`src/rtl/domain_exec_if.sv`:
```
// Instruction channel for domain_exec: valid/ready handshake plus opcode and operand fields.
interface domain_exec_if #(
  parameter int WIDTH = 8,
  parameter int NREGS = 64
);
  localparam int REGSEL_W = $clog2(NREGS);

  logic                in_valid;
  logic                in_ready;
  logic [3:0]          in_opcode;
  logic [REGSEL_W-1:0] in_rd;
  logic [REGSEL_W-1:0] in_rs0;
  logic [REGSEL_W-1:0] in_rs1;
  logic [WIDTH-1:0]    in_imm;

  modport master (output in_valid, in_opcode, in_rd, in_rs0, in_rs1, in_imm, input in_ready);
  modport slave  (input in_valid, in_opcode, in_rd, in_rs0, in_rs1, in_imm, output in_ready);
endinterface

```
`src/rtl/domain_exec.sv`:
```
// Single-issue execution domain: register bank, ALU and a five-state sequencer
// (IDLE -> RD0 -> RD1 -> EXEC -> WB) running one reg-to-reg instruction at a time.
module domain_exec #(
  parameter int WIDTH = 8,
  parameter int NREGS = 64,
  localparam int REGSEL_W = $clog2(NREGS)
) (
  input  logic                clk,
  input  logic                reset,
  domain_exec_if.slave        req,
  output logic                done,
  output logic [WIDTH-1:0]    result,
  output logic                flag_z,
  output logic                flag_c,
  output logic                err,
  input  logic [REGSEL_W-1:0] dbg_sel,
  output logic [WIDTH-1:0]    dbg_val
);

  typedef enum logic [2:0] {IDLE, RD0, RD1, EXEC, WB} state_t;

  typedef struct packed {
    logic [3:0]          opcode;
    logic [REGSEL_W-1:0] rd;
    logic [REGSEL_W-1:0] rs0;
    logic [REGSEL_W-1:0] rs1;
    logic [WIDTH-1:0]    imm;
  } instr_t;

  state_t           state;
  instr_t           ins;
  logic [WIDTH-1:0] regs [NREGS];
  logic [WIDTH-1:0] op0, op1, alu_q;
  logic [WIDTH:0]   alu;
  logic             bad;

  assign dbg_val = regs[dbg_sel];

  // Bit WIDTH carries the carry/borrow/shift-out bit.
  always_comb begin
    alu = '0;
    bad = 1'b0;
    case (ins.opcode)
      4'd0:    alu = {1'b0, op0} + {1'b0, op1};
      4'd1:    alu = {1'b0, op0} - {1'b0, op1};
      4'd2:    alu = {1'b0, op0 & op1};
      4'd3:    alu = {1'b0, op0 | op1};
      4'd4:    alu = {1'b0, op0 ^ op1};
      4'd5:    alu = {op0, 1'b0};
      4'd6:    alu = {op0[0], 1'b0, op0[WIDTH-1:1]};
      4'd7:    alu = {1'b0, op0};
      4'd8:    alu = {1'b0, ins.imm};
      default: bad = 1'b1;
    endcase
  end

  always_ff @(posedge clk or posedge reset) begin
    if (reset) begin
      state        <= IDLE;
      ins          <= '0;
      op0          <= '0;
      op1          <= '0;
      alu_q        <= '0;
      req.in_ready <= 1'b1;
      done         <= 1'b0;
      err          <= 1'b0;
      result       <= '0;
      flag_z       <= 1'b0;
      flag_c       <= 1'b0;
      for (int i = 0; i < NREGS; i++) regs[i] <= '0;
    end else begin
      done <= 1'b0;
      err  <= 1'b0;
      case (state)
        IDLE: if (req.in_valid) begin
          ins          <= '{req.in_opcode, req.in_rd, req.in_rs0, req.in_rs1, req.in_imm};
          req.in_ready <= 1'b0;
          state        <= RD0;
        end
        RD0: begin
          op0   <= regs[ins.rs0];
          state <= RD1;
        end
        RD1: begin
          op1   <= regs[ins.rs1];
          state <= EXEC;
        end
        // Result and flags are published on entry to WB so they are valid alongside done.
        EXEC: begin
          alu_q <= alu[WIDTH-1:0];
          done  <= 1'b1;
          err   <= bad;
          if (!bad) begin
            result <= alu[WIDTH-1:0];
            flag_z <= (alu[WIDTH-1:0] == '0);
            flag_c <= alu[WIDTH];
          end
          state <= WB;
        end
        WB: begin
          // regs[0] is never written, so it reads as zero forever.
          if (!err && ins.rd != '0) regs[ins.rd] <= alu_q;
          req.in_ready <= 1'b1;
          state        <= IDLE;
        end
        default: state <= IDLE;
      endcase
    end
  end

endmodule

```
`src/flat_wrapper.sv`:
```
// flat-port wrapper written by rule: the top's interface ports become plain ports
module domain_exec_flat 
#(
  parameter int WIDTH = 8,
  parameter int NREGS = 64,
  localparam int REGSEL_W = $clog2(NREGS)
)
  (clk, reset, done, result, flag_z, flag_c, err, dbg_sel, dbg_val, req_in_valid, req_in_opcode, req_in_rd, req_in_rs0, req_in_rs1, req_in_imm, req_in_ready);
  domain_exec_if #(.WIDTH(WIDTH), .NREGS(NREGS)) req_i ();
  input  logic clk;
  input  logic reset;
  output logic done;
  output logic [WIDTH-1:0] result;
  output logic flag_z;
  output logic flag_c;
  output logic err;
  input  logic [REGSEL_W-1:0] dbg_sel;
  output logic [WIDTH-1:0] dbg_val;
  input wire logic [$bits(req_i.in_valid)-1:0] req_in_valid;
  input wire logic [$bits(req_i.in_opcode)-1:0] req_in_opcode;
  input wire logic [$bits(req_i.in_rd)-1:0] req_in_rd;
  input wire logic [$bits(req_i.in_rs0)-1:0] req_in_rs0;
  input wire logic [$bits(req_i.in_rs1)-1:0] req_in_rs1;
  input wire logic [$bits(req_i.in_imm)-1:0] req_in_imm;
  output wire logic [$bits(req_i.in_ready)-1:0] req_in_ready;
  assign req_i.in_valid = req_in_valid;
  assign req_i.in_opcode = req_in_opcode;
  assign req_i.in_rd = req_in_rd;
  assign req_i.in_rs0 = req_in_rs0;
  assign req_i.in_rs1 = req_in_rs1;
  assign req_i.in_imm = req_in_imm;
  assign req_in_ready = req_i.in_ready;
  domain_exec #(.WIDTH(WIDTH), .NREGS(NREGS)) u_core (.clk(clk), .reset(reset), .req(req_i), .done(done), .result(result), .flag_z(flag_z), .flag_c(flag_c), .err(err), .dbg_sel(dbg_sel), .dbg_val(dbg_val));
endmodule
```
`config.mk`:
```
export PLATFORM = sky130hd
export DESIGN_NAME = domain_exec_flat
export DESIGN_NICKNAME = d
export VERILOG_FILES = /design/src/rtl/domain_exec_if.sv /design/src/rtl/domain_exec.sv /design/src/flat_wrapper.sv
export SDC_FILE = /design/constraint.sdc
export NUM_CORES = 1
export LEC_CHECK = 0
export CAP_MARGIN = 25
export CORE_MARGIN = 5
export CORE_UTILIZATION = 69
export CTS_CLUSTER_SIZE = 20
export DETAILED_ROUTE_END_ITERATION = 8
export DONT_BUFFER_PORTS = 1
export GPL_TIMING_DRIVEN = 0
export PLACE_DENSITY = 0.85
export SLEW_MARGIN = 20
export SYNTH_ARGS = -nofsm -noshare
export SYNTH_HDL_FRONTEND = slang
export SYNTH_SLANG_ARGS = --single-unit
```
`constraint.sdc`:
```
create_clock -name clk -period 45.4 [get_ports clk]
set_clock_uncertainty 0.15 [all_clocks]
set_input_delay 6.81 -clock clk [delete_from_list [all_inputs] [get_ports clk]]
set_output_delay 6.81 -clock clk [all_outputs]
set_load 0.01 [all_outputs]
```
==> run metrics, run 1 <==
post-synthesis sequential area ratio=41.4%; # placed instances=3052; Post-CTS Hold Buffers=0; crit path DAT=10230 ps; crit path kind=in -> out; commonest cells after routing, fill and taps aside=dfrtp_1, mux2_2, mux4_2; slowest CP cell=clkbuf_1; largest net degree at the start of global routing=107; number of iterations in the first detailed-routing pass=9; RSZ-0062 raised after global routing=false; CP peak stage delay=710 ps; Setup crit end kind=output pin; FMAX=58.2 MHz; Pleak=17.0 nW; number of CTS-inserted buffers=61; Critical Path Fanout Max=10; DRC viols=0; CTS Buffer Depth=3; post_cts resized=0; total gr overflow=0; reg-to-reg startpoint=u_core.ins[15]$_DFFE_PP0P_; R2R setup slack=40790 ps; CTS clock-pin slew for the worst setup and hold paths=60 ps; asr flop ratio synth=100%; final net count=2513; clk_lat worst skew=680 ps; GRT Overall Usage=52.1%; first-pass GRT wire length=203 mm; most frequent CP cell=mux4_2; DR vias=27700; WL final=146 mm; worst path cell trace=clkbuf_1 > buf_2 > mux4_2 > mux4_2 > mux2i_1 > o21ai_1; Sink Count=582; pwr/cell area=53.6 nW/um^2; maxcap violations=0; most common flop cell mapped by yosys=dfrtp_1; floorplan row count=82; H-tree depth=2; synthesis-stage register bit count=582; area of the die=55600 um^2; commonest non-fill, non-tap cell in the layout=dfrtp_1; drt wl/cell=45.8 um; Worst Path Required=38440 ps; fin crit share=37.9%; final hold violation count=0; status=finished, final reports clean; TNS Setup=0 ps; Mapped Area=35200 um^2; via-per-instance ratio=8.72; initial DRC count=5507; Cells after Synth=2362; minimum clock period=17190 ps; # setup viols final=0; Die Y=236 um; VDD IR-drop max=0.0476 mV; Worst Setup SP=dbg_sel[0]; initial antenna violation count=10; HP Start=u_core.req.in_ready$_DFFE_PP1P_; share of cells above drive strength 1=47.2%; number of synthesized flops with an enable pin=0; Die X=236 um; I/O pin cnt=60; CP startpoint kind=input port; hold crit path type=reg -> reg; worst rel slew slack=13.0%; CTS tree=built; Worst Tran Pin Value=1310 ps; Antenna Nets Post-Route=0; Layout Utilization=76.6%; I/O Buffers=0; CTS root buf=clkbuf_16; dpl hpwl=103 mm; final non-filler cell total=3174; Mean Syn Cell Area=14.9 um^2; syn_nets=2427; Starting Density=70.0%; vias in the first global route=27200; area growth from synthesis to layout=9.47%; Final Wtd Congestion=1.20; # Post-CTS Setup Buffers=0; Netlist cell types=71; Synth Warn #=0; Final Slew Violations=0; core area=50300 um^2
[area by class of cell]
| type | count | area (um^2) |
|---|---|---|
| clock inverters | 23 | 258 |
| plain buffers | 229 | 963 |
| repair buffers | 23 | 375 |
| flip-flops and latches | 582 | 14600 |
| multi-input cells | 1526 | 19600 |
| fillers | 2960 | 11800 |
| clock buffers | 88 | 1800 |
| inverters | 25 | 101 |
| well taps | 672 | 841 |
| diodes | 6 | 15.0 |
[stage by stage]
step | cell area [um^2] | power, mW | hold slack [ps] | setup slack (ps)
floorplan | 35200 | 1.12 | 308 | 22160
CTS | 38400 | 1.99 | 345 | 28470
detailed placement | 36400 | 1.47 | 335 | 28470
global route | 38500 | 2.08 | 362 | 28290
finish | 38500 | 2.06 | 342 | 28210
global placement | 36000 | 1.44 | 327 | 16820
[per-layer routing]
layer	track usage, %	routed length, um	vias up
li1	-	-	9583
met1	61.8	43600	13800
met2	71.1	59000	3270
met3	28.3	26100	998
met4	40.1	16600	20
met5	1.04	267	-
[registers in the layout, indices dropped and copies added (netlist names)]
register and count:
u_core.flag_z 1, u_core.done 1, u_core.req.in_ready 1, u_core.flag_c 1
u_core.alu_q 8, u_core.err 1, u_core.regs 512, u_core.ins 30
u_core.state 3, u_core.op0 8, u_core.op1 8, u_core.result 8
[synthesized netlist by cell type (all sizes together) (3+ instances only)]
cell type	count	area share, %
o21a	6	0.13
o31ai	3	0.064
and3b	4	0.10
dfrtp	581	41
and2	6	0.11
and4	3	0.075
nand3b	7	0.15
a221oi	33	0.82
a221o	3	0.085
mux4	436	28
a22o	32	0.80
a21o	8	0.17
nand2b	3	0.053
nor4b	4	0.14
ha	25	0.89
nor2	67	0.72
nand2	95	1.2
nor2b	21	0.37
xnor2	6	0.15
nand3	33	0.47
inv	25	0.27
a211oi	11	0.23
nor3	14	0.23
o21ai	23	0.33
a21oi	37	0.53
or3b	5	0.12
clkbuf	150	1.6
o22ai	17	0.30
buf	79	1.1
nor3b	7	0.16
mux2i	38	1.1
a32oi	3	0.075
mux2	543	17
[cell families after synthesis]
group	synth area share [%]
muxes	46.4
AOI/OAI and AO/OA	4.04
DFF	41.4
adders and majority gates	0.946
xor gates and xnor gates	0.174
and+or+nand+nor	4.08
buffers and inverters	2.97
[worst paths after layout]
path | end | cells past startpoint
setup / recovery | dbg_val[2] | 6
hold / removal | u_core.req.in_ready$_DFFE_PP1P_ | 2
setup reg to reg | u_core.op0[1]$_DFFE_PP0P_ | 8
hold reg to reg | u_core.req.in_ready$_DFFE_PP1P_ | 2
max in group asynchronous | u_core.regs[495]$_DFFE_PP0P_ | 3
min in group asynchronous | u_core.regs[163]$_DFFE_PP0P_ | 1
[worst max-delay path, delay by kind of cell]
kind                   cells  cell delay [ps]
multiplexers               3             1720
buffers and inverters      2             1390
AO/OA/AOI/OAI              1              270
[power breakdown]
| part | switching (mW) | internal (mW) |
|---|---|---|
| logic | 0.620 | 0.285 |
| clock network | 0.226 | 0.302 |
| registers | 0.0638 | 0.569 |
No activity file was read; power rests on OpenSTA's default activity.
==> run 2: changes to the inputs <==
--- a/config.mk
+++ b/config.mk
@@ -7,12 +7,12 @@
 export LEC_CHECK = 0
 export CAP_MARGIN = 25
 export CORE_MARGIN = 5
-export CORE_UTILIZATION = 69
+export CORE_UTILIZATION = 65
 export CTS_CLUSTER_SIZE = 20
 export DETAILED_ROUTE_END_ITERATION = 8
 export DONT_BUFFER_PORTS = 1
 export GPL_TIMING_DRIVEN = 0
-export PLACE_DENSITY = 0.85
+export PLACE_DENSITY = 0.81
 export SLEW_MARGIN = 20
 export SYNTH_ARGS = -nofsm -noshare
 export SYNTH_HDL_FRONTEND = slang
==> constraint.sdc (replaced) <==
create_clock -name clk -period 17.3 [get_ports clk]
set_clock_uncertainty 0.15 [all_clocks]
set_input_delay 2.595 -clock clk [delete_from_list [all_inputs] [get_ports clk]]
set_output_delay 2.595 -clock clk [all_outputs]
set_load 0.01 [all_outputs]
==> run metrics, run 2 (synthesis results as in run 1) <==
Final Wtd Congestion=1.16 (-3.2%); CTS Buffer Depth=3 (unchanged); # setup viols final=0 (unchanged); # Post-CTS Setup Buffers=0 (unchanged); commonest cells after routing, fill and taps aside=dfrtp_1, mux2_2, mux4_2; final hold violation count=0 (unchanged); H-tree depth=3 (+1); CP startpoint kind=input port; status=finished, final reports clean; largest net degree at the start of global routing=36 (-66%); DRC viols=0 (unchanged); Antenna Nets Post-Route=0 (unchanged); area growth from synthesis to layout=10.9%; CTS root buf=clkbuf_16; floorplan row count=85 (+3.7%); Sink Count=582 (unchanged); CTS clock-pin slew for the worst setup and hold paths=60 ps (about the same); Starting Density=65.5% (-4.5 points); TNS Setup=0 ps (unchanged); share of cells above drive strength 1=47.8% (+0.58 points); maxcap violations=0 (unchanged); dpl hpwl=107 mm (+3.1%); Filler cells=3438 (+16%); total gr overflow=0 (unchanged); worst path cell trace=clkbuf_1 > clkbuf_1 > mux4_2 > mux4_2 > mux2i_1 > o21ai_1; number of iterations in the first detailed-routing pass=6 (-3); WL final=145 mm (-0.12%); commonest non-fill, non-tap cell in the layout=dfrtp_1; Critical Path Fanout Max=10 (unchanged); Pleak=17.2 nW (+1.5%); pwr/cell area=141 nW/um^2 (+160%); initial DRC count=4740 (-14%); Final Slew Violations=0 (unchanged); minimum clock period=8780 ps; area of the die=58900 um^2 (+5.9%); Post-CTS Hold Buffers=0 (unchanged); slowest CP cell=clkbuf_1; CTS tree=built; I/O Buffers=0 (unchanged); vias in the first global route=26700 (-1.6%); I/O pin cnt=60 (unchanged); CP peak stage delay=920 ps (+210 ps); drt wl/cell=45.0 um (-1.9%); Worst Tran Pin Value=1290 ps (-15.0 ps); VDD IR-drop max=0.101 mV (+110%); RSZ-0062 raised after global routing=false; Buf+Inv Stages, Crit Path=2 (unchanged); final non-filler cell total=3231 (+1.8%); fin crit share=50.8%; Worst Path Required=14560 ps (-23880 ps); number of CTS-inserted buffers=66 (+8.2%); via-per-instance ratio=8.36 (-4.2%); CP top delay family=multiplexers; first-pass GRT wire length=204 mm (+0.11%); DR vias=27000 (-2.5%); core area=53700 um^2 (+6.8%); GRT Overall Usage=49.4% (-2.7 points); final net count=2539 (+1.0%); crit path DAT=6040 ps (-4190 ps); post_cts resized=0 (unchanged); # placed instances=3092 (+1.3%); crit path kind=in -> out; Die X=243 um (+2.9%); max reg flops=512 (unchanged); initial antenna violation count=10 (unchanged); Top reg by flops=u_core.regs; hold crit path type=reg -> reg; Setup crit end kind=output pin; Die Y=243 um (+2.9%); worst rel slew slack=13.6% (+0.68 points); clk_lat worst skew=630 ps (-50 ps); FMAX=114 MHz; Top Registers=u_core.regs: 512 flops, u_core.ins: 30 flops
-- run 2: changes by cell type in the layout (fill, tap and decap cells not counted), moves of 4 or more --
cell     previous run  this run
buf_12              0        16
buf_4              11        16
diode_2             6        13
nor2_1             60        64
nor2_2              7         3
-- run 2: cell type report --
type	instances	area, um^2	area share [%]
antenna	13	32.5	0.0834
buffer	229	965	2.47
clock buffer	90	1900	4.87
clock inverter	26	344	0.882
inverter	25	97.6	0.250
multi-input combinational	1526	19600	50.2
sequential	582	14600	37.3
tap	696	871	2.23
timing repair buffer	44	674	1.73
-- run 2: power breakdown --
part	leakage (nW)	internal, mW	switching (mW)	total [mW]
Clock	1.11	0.877	0.606	1.48
Combinational	8.06	0.757	1.62	2.37
Sequential	8.03	1.49	0.157	1.65
Total	17.2	3.13	2.38	5.51
-- run 2: per-stage QoR --
step	cell area [um^2]	util [%]	setup WS [ps]	power [mW]	hold slack (ps)
after global placement	36000	67.1	3870	3.81	325
final	39000	72.7	8520	5.51	354
after detailed placement	36600	68.2	8730	3.87	340
after floorplan	35200	-	6620	2.94	308
after global routing	39000	72.6	8600	5.58	383
after CTS	38900	72.4	8750	5.33	352
-- run 2: path summary, 6_finish.rpt --
path | start | endpoint | slack (ps) | cells past startpoint
setup / recovery | dbg_sel[1] | dbg_val[0] | 8520 | 6
hold / removal | u_core.regs[505]$_DFFE_PP0P_ | u_core.regs[505]$_DFFE_PP0P_ | 350 | 1
setup reg to reg | u_core.ins[15]$_DFFE_PP0P_ | u_core.op0[3]$_DFFE_PP0P_ | 12410 | 8
hold reg to reg | u_core.regs[505]$_DFFE_PP0P_ | u_core.regs[505]$_DFFE_PP0P_ | 350 | 1
max in group asynchronous | reset | u_core.result[7]$_DFFE_PP0P_ | 13540 | 7
min in group asynchronous | reset | u_core.regs[146]$_DFFE_PP0P_ | 1720 | 1
-- run 2: worst reg2reg max path, delay by kind of cell (launching register included) --
family                 cells  cell delay [ps]
buffers and inverters      3             2270
AO/OA/AOI/OAI              3             1370
multiplexers               1              450
flip-flops                 1              430
AND/OR/NAND/NOR            1               70
-- run 2: per-layer routing --
metal	vias up	global-route usage (%)	part of all wire (%)	wire, um
li1	9649	-	-	-
met1	13800	60.4	32	46100
met2	2846	67.4	41	59300
met3	726	25.5	17	24800
met4	2	36.0	10	15000
met5	-	1.23	0.064	93
